===== src/rtl/vga_scan_timing.sv =====
// 640x480@60 raster timing with a one-pixel output register stage.
// Colour from the external lookup is blanked and registered alongside the syncs.
module vga_scan_timing #(
  parameter int CLK_DIV  = 2,
  parameter int H_ACTIVE = 640,
  parameter int H_FP     = 16,
  parameter int H_SYNC   = 96,
  parameter int H_BP     = 48,
  parameter int V_ACTIVE = 480,
  parameter int V_FP     = 10,
  parameter int V_SYNC   = 2,
  parameter int V_BP     = 33
) (
  input  logic       clk,
  input  logic       rst,
  output logic [9:0] x,
  output logic [8:0] y,
  input  logic [3:0] r_in,
  input  logic [3:0] g_in,
  input  logic [3:0] b_in,
  output logic [3:0] vga_r,
  output logic [3:0] vga_g,
  output logic [3:0] vga_b,
  output logic       vga_hs,
  output logic       vga_vs,
  output logic       video_on,
  output logic       frame_start
);
  localparam int H_TOTAL = H_ACTIVE + H_FP + H_SYNC + H_BP;
  localparam int V_TOTAL = V_ACTIVE + V_FP + V_SYNC + V_BP;

  localparam logic [3:0] DIV_MAX = 4'(CLK_DIV - 1);
  localparam logic [9:0] H_MAX   = 10'(H_TOTAL - 1);
  localparam logic [9:0] V_MAX   = 10'(V_TOTAL - 1);
  localparam logic [9:0] H_ACT   = 10'(H_ACTIVE);
  localparam logic [9:0] V_ACT   = 10'(V_ACTIVE);
  localparam logic [9:0] HS_BEG  = 10'(H_ACTIVE + H_FP);
  localparam logic [9:0] HS_END  = 10'(H_ACTIVE + H_FP + H_SYNC - 1);
  localparam logic [9:0] VS_BEG  = 10'(V_ACTIVE + V_FP);
  localparam logic [9:0] VS_END  = 10'(V_ACTIVE + V_FP + V_SYNC - 1);

  logic [3:0] div_q, div_d;
  logic [9:0] h_q, h_d, v_q, v_d;
  logic       pix_tick, h_wrap, v_wrap, act, hs_n, vs_n;

  always_comb begin
    pix_tick = (div_q == DIV_MAX);
    div_d    = pix_tick ? 4'd0 : div_q + 4'd1;
    h_wrap   = (h_q == H_MAX);
    v_wrap   = (v_q == V_MAX);
    h_d      = h_q;
    v_d      = v_q;
    if (pix_tick) begin
      h_d = h_wrap ? 10'd0 : h_q + 10'd1;
      if (h_wrap) v_d = v_wrap ? 10'd0 : v_q + 10'd1;
    end
    act  = (h_q < H_ACT) && (v_q < V_ACT);
    hs_n = !((h_q >= HS_BEG) && (h_q <= HS_END));
    vs_n = !((v_q >= VS_BEG) && (v_q <= VS_END));
    x    = (h_q < H_ACT) ? h_q : 10'd0;
    y    = (v_q < V_ACT) ? v_q[8:0] : 9'd0;
  end

  always_ff @(posedge clk) begin
    if (rst) begin
      div_q       <= '0;
      h_q         <= '0;
      v_q         <= '0;
      vga_r       <= '0;
      vga_g       <= '0;
      vga_b       <= '0;
      vga_hs      <= 1'b1;
      vga_vs      <= 1'b1;
      video_on    <= 1'b0;
      frame_start <= 1'b0;
    end else begin
      div_q       <= div_d;
      h_q         <= h_d;
      v_q         <= v_d;
      frame_start <= pix_tick && h_wrap && v_wrap;
      // Output stage samples the decode of the pixel being left, so DAC lags counters by one pixel.
      if (pix_tick) begin
        vga_hs   <= hs_n;
        vga_vs   <= vs_n;
        video_on <= act;
        vga_r    <= act ? r_in : 4'd0;
        vga_g    <= act ? g_in : 4'd0;
        vga_b    <= act ? b_in : 4'd0;
      end
    end
  end
endmodule


===== config.mk =====
export PLATFORM = sky130hd
export DESIGN_NAME = vga_scan_timing
export DESIGN_NICKNAME = d
export VERILOG_FILES = /design/src/rtl/vga_scan_timing.sv
export SDC_FILE = /design/constraint.sdc
export NUM_CORES = 1
export LEC_CHECK = 0
export ABC_AREA = 1
export CAP_MARGIN = 15
export CORE_ASPECT_RATIO = 0.5
export CORE_UTILIZATION = 40
export DETAILED_ROUTE_END_ITERATION = 8
export PLACE_DENSITY = 0.76
export SLEW_MARGIN = 5
export SYNTH_ARGS = -nofsm -noshare
export SYNTH_HDL_FRONTEND = slang
export SYNTH_SLANG_ARGS = --single-unit

===== constraint.sdc =====
create_clock -name clk -period 1.3 [get_ports clk]
set_input_delay 0.26 -clock clk [delete_from_list [all_inputs] [get_ports clk]]
set_output_delay 0.26 -clock clk [all_outputs]
set_load 0.03 [all_outputs]

Yosys cells after proc, flatten, opt, wreduce, memory -nomap -nowiden
Cells that the tools add are included.
{ "classes": {"addsub": 3, "n_lt_le_gt_ge": 6, "eq_ne": 3, "muxes": 7, "reduce_logical": 9} }
{ "op_table": {"columns": ["op", "count"], "rows": [
  ["10-bit two-way mux", 3],
  ["10-bit by 1-bit adder with 10-bit output (second input constant)", 2],
  ["10-bit == test (second input constant)", 2],
  ["4-bit two-way mux", 3],
  ["10-bit greater-or-equal comparator (second input constant)", 1],
  ["10-bit by 9-bit greater-or-equal comparator with 1-bit output (second input constant)", 1],
  ["10-bit less-or-equal comparator (second input constant)", 1],
  ["10-bit by 9-bit less-or-equal comparator with 1-bit output (second input constant)", 1],
  ["10-bit less-than comparator (second input constant)", 1],
  ["10-bit by 9-bit less-than comparator with 1-bit output (second input constant)", 1],
  ["9-bit two-way mux", 1],
  ["1-bit logical AND", 5],
  ["4-bit by 1-bit adder with 4-bit output (second input constant)", 1],
  ["4-bit by 1-bit == test with 1-bit output (second input constant)", 1],
  ["1-bit zero test", 2],
  ["2-bit AND reduction", 1],
  ["2-bit OR reduction", 1]
]} }
{ "totals": {"reg_bits": 40, "in_bits": 14, "out_inout_bits": 35} }

Depth between registers and ports, before layout
{ "logic_depth": {"word_depth": 3, "depth_mapped": 9, "depth_no_buf": 9} }

Worst setup path after synthesis
No wires, ideal clock.
{ "synth_timing": {"kind": "reg2reg", "from": "reg h_q[0]", "to": "reg v_q[8]", "setup_ns": 0.118, "arrival_ns": 1.257, "t_required_ns": 1.182, "path_slack_ns": -0.075, "path_stages_with_launch": 8, "n_path_buf": 1, "period_less_slack_ns": 1.375, "path_cell_list": "dfxtp_1 -> ha_1 -> nand3_2 -> nor2_4 -> nand3_4 -> buf_6 -> nor3_1 -> nor2_1"} }
{ "synth_via": {"elab_chain_len": 2} }
{ "synth_lines": {"columns": ["item", "line", "source"], "rows": [
  ["start, declared", "43", "logic [9:0] h_q, h_d, v_q, v_d;"],
  ["start signal, assigned", "67", "h_q <= '0;"],
  ["start signal, assigned", "78", "h_q <= h_d;"],
  ["10-bit == test", "49", "h_wrap = (h_q == H_MAX);"],
  ["2-bit AND reduction (no line)", null, null],
  ["end signal, assigned", "79", "v_q <= v_d;"],
  ["end, declared", "43", null]
]} }
No other way between the ends.
A chain may end at the register's enable or synchronous reset.

Final worst setup path
{ "layout_timing": {"from": "reg v_q[6]", "to": "out y[8]"} }
{ "layout_via": {"elab_chain_len": 2} }
{ "layout_lines": {"columns": ["item", "line", "source"], "rows": [
  ["10-bit by 9-bit less-than comparator with 1-bit output", "61", "y = (v_q < V_ACT) ? v_q[8:0] : 9'd0;"],
  ["9-bit two-way mux", "61", null],
  ["end, declared", "17", "output logic [8:0] y,"]
]} }
No other way between the ends.

==> impl_metrics.env <==
export IMPL_cp_slowest_cell="dfxtp_2"
export IMPL_htree_levels=2
export IMPL_synth_seq_area_share=0.3835
export IMPL_stdcell_count=507
export IMPL_synth_top_cell_area_share=0.3835
export IMPL_max_stage_delay_ns=0.35
export IMPL_worstSetupStartpoint="v_q[6]"
export IMPL_place_congestion=0.9178
export IMPL_status="finished with violations"
export IMPL_start_util=0.4196
export IMPL_area_growth_pct=84.72
export IMPL_p_leak_nw=1.674
export IMPL_critPathMaxFanout=3
export IMPL_vdd_drop_max_mv=1.156
export IMPL_cp_required_ns=1.04
export IMPL_finalHoldViolCount=0
export IMPL_synth_edf_count=0
export IMPL_grt_max_degree=14
export IMPL_cts_hold_buf=0
export IMPL_post_route_period_util=1.216
export IMPL_slew_violations=0
export IMPL_synth_cell_types=27
export IMPL_final_setup_viol_count=45
export IMPL_criticalPathCategory="register to output pin"
export IMPL_hp_class="register to register"
export IMPL_antenna_found_initial=0
export IMPL_cts_buffer_depth=2
export IMPL_multiInputGateArea_um2=1564
export IMPL_synth_warnings=0
export IMPL_antenna_cells=0
export IMPL_async_flop_share=0
export IMPL_postLayoutCoreUtil=0.7750
export IMPL_row_count=18
export IMPL_cts_tree="yes"
export IMPL_fin_crit_ns=1.581
export IMPL_synth_fp_nets=334
export IMPL_synthesis_area_um2=2088
export IMPL_cts_clk_slew_worst_paths_ns=0.09
export IMPL_io_pins=49
export IMPL_portBuffers=48
export IMPL_fin_ws_ns=-0.2810
export IMPL_core_area_um2=4977
export IMPL_synth_area_leaders="dfxtp_1, nand2_1, nor2_1"
export IMPL_drt_iter0_drc=284
export IMPL_die_w_um=104.2
export IMPL_die_y_um=53.09
export IMPL_post_place_ws_ns=-0.2169
export IMPL_die_area_um2=5531
export IMPL_synth_most_common_cell="nand2_1"
export IMPL_first_pass_iters=5
export IMPL_drc_errors=0
export IMPL_yosysTopAreaCell="dfxtp_1"
export IMPL_gr_total_overflow=0
export IMPL_cts_buffers=5
export IMPL_timing_rr_start="h_q[9]"
export IMPL_routed_via_density=5.511
export IMPL_slew_headroom=0.7597
export IMPL_hold_path_startpoint="vga_r[2]"
export IMPL_cts_root_buf="clkbuf_8"
export IMPL_path_cells="nand2_2, inv_2, nand3_4, buf_6, nand3_4, inv_2, buf_6"
export IMPL_vias=2794
export IMPL_dpl_hpwl_um=4256
export IMPL_synth_seq_cells=40
export IMPL_ant_nets=0
export IMPL_grt_pass1_vias=2471
export IMPL_worstPathArrival_ns=1.32
export IMPL_synthCells=313
export IMPL_nNetsFinal=457
export IMPL_grt_use_total=0.2723
export IMPL_fmax_mhz=632.5
export IMPL_wire_per_inst_um=18.78
export IMPL_regArea_um2=828.3
export IMPL_cts_sinks=40
export IMPL_power_density_nw_per_um2=804.2
export IMPL_synth_top_flop_cell="dfxtp_1"
export IMPL_grt_pass1_wl_um=11630
export IMPL_crit_path_start_kind="register"
export IMPL_violations="negative setup slack"
export IMPL_clk_latency_ns=0.32
export IMPL_placed_cells=475
export IMPL_layout_drive_gt1_share=0.5378
export IMPL_synth_cells_most_frequent="nand2_1, nor2_1, inv_1"
export IMPL_drt_wl_total_um=9521
export IMPL_fillers=278
export IMPL_syn_area_per_cell_um2=6.672
export IMPL_maxCapViolations=0
export IMPL_tightest_slew_ns=0.3591
export IMPL_finClkSkew_ns=0.01175
export IMPL_endpoint_kind="output pin"
export IMPL_rsz0062_at_grt="yes"
-- worst paths after layout --
kind / endpoint / slack (ns) / depth (start not counted)
min: vga_r[2] / 0.47 / 2
max: y[8] / -0.28 / 7
max reg2reg: v_q[9] / -0.28 / 7
min reg2reg: vga_r[2] / 0.47 / 2
-- metrics by stage --
| step | hold slack (ns) | cell area [µm²] | total power [mW] | setup TNS, ns |
|---|---|---|---|---|
| after floorplan | 0.3913 | 2116 | 1.633 | -0.4864 |
| after global placement | 0.4395 | 2983 | 1.895 | -2.883 |
| after detailed placement | 0.4450 | 2983 | 1.910 | -4.817 |
| after CTS | 0.4549 | 3561 | 2.998 | -3.549 |
| after global routing | 0.4899 | 3857 | 3.181 | -8.302 |
| final | 0.4655 | 3857 | 3.102 | -6.902 |
-- critical path: cells and delay by family, from the launching register on --
kind                   cells  cell delay, ns
buffers and inverters      4            0.41
and+or+nand+nor            3            0.24
DFF                        1            0.35
-- layout make-up --
| cell class | instances | share of cell area |
|---|---|---|
| multi-input cells | 220 | 0.4054 |
| repair buffers | 120 | 0.2747 |
| inverters | 49 | 0.05352 |
| well taps | 70 | 0.02271 |
| clock buffers | 5 | 0.01784 |
| flip-flops and latches | 40 | 0.2147 |
| clock inverters | 3 | 0.01103 |
-- registers in the layout, summed over array words and instances (netlist names) --
| signal | count |
|---|---|
| h_q | 10 |
| v_q | 10 |
| div_q | 4 |
| vga_b | 4 |
| vga_g | 4 |
| vga_r | 4 |
| frame_start | 1 |
| vga_hs | 1 |
| vga_vs | 1 |
| video_on | 1 |
-- what timing repair did --
item                                   in CTS  in global routing
endpoints found under the hold margin       0                  0
gates cloned                                2                  0
buffers inserted                           15                  9
setup endpoints to repair                  69                 68
resized for setup                         127                104
pin swaps                                  17                 27
-- power breakdown --
| part | internal [mW] | switching, mW | total [mW] |
|---|---|---|---|
| clock network | 0.569 | 0.519 | 1.09 |
| logic | 0.290 | 0.387 | 0.677 |
| registers | 1.29 | 0.0475 | 1.34 |
-- logic make-up after synthesis --
logic type               count (synthesis)  synth area share
AND/OR/NAND/NOR                        182            0.3823
AO/OA/AOI/OAI                           26           0.07190
XOR/XNOR                                 3           0.01258
adder cells (fa/ha/maj)                  7           0.04194
buffers and inverters                   55            0.1078
flip-flops                              40            0.3835
-- cell usage in the layout (no fill, tap or decap), types with 6 or more instances in the layout --
cell type	synthesis	final
dfxtp_1	40	26
buf_4	2	54
clkdlybuf4s50_1	0	13
inv_4	0	7
nand3_2	1	6
nand2_1	80	63
nand3_1	31	21
nor2_1	48	24
buf_6	1	35
clkbuf_2	0	13
nand4_1	6	6
nand3_4	1	7
nor2_2	3	12
dfxtp_2	0	10
nor2_4	2	17
nand2_2	4	14
inv_2	4	10
a21oi_2	0	6
nand2_4	0	6
inv_1	45	31
o21ai_2	3	6
-- metal layers --
layer / vias up / share of wire / GRT usage
met4: 0 / 0.056 / 0.1238
met3: 64 / 0.075 / 0.05419
li1: 1222 / - / -
met1: 1318 / 0.39 / 0.3087
met2: 190 / 0.48 / 0.5133
met5: - / 0 / 0
Power figures use the tool's default switching activity.
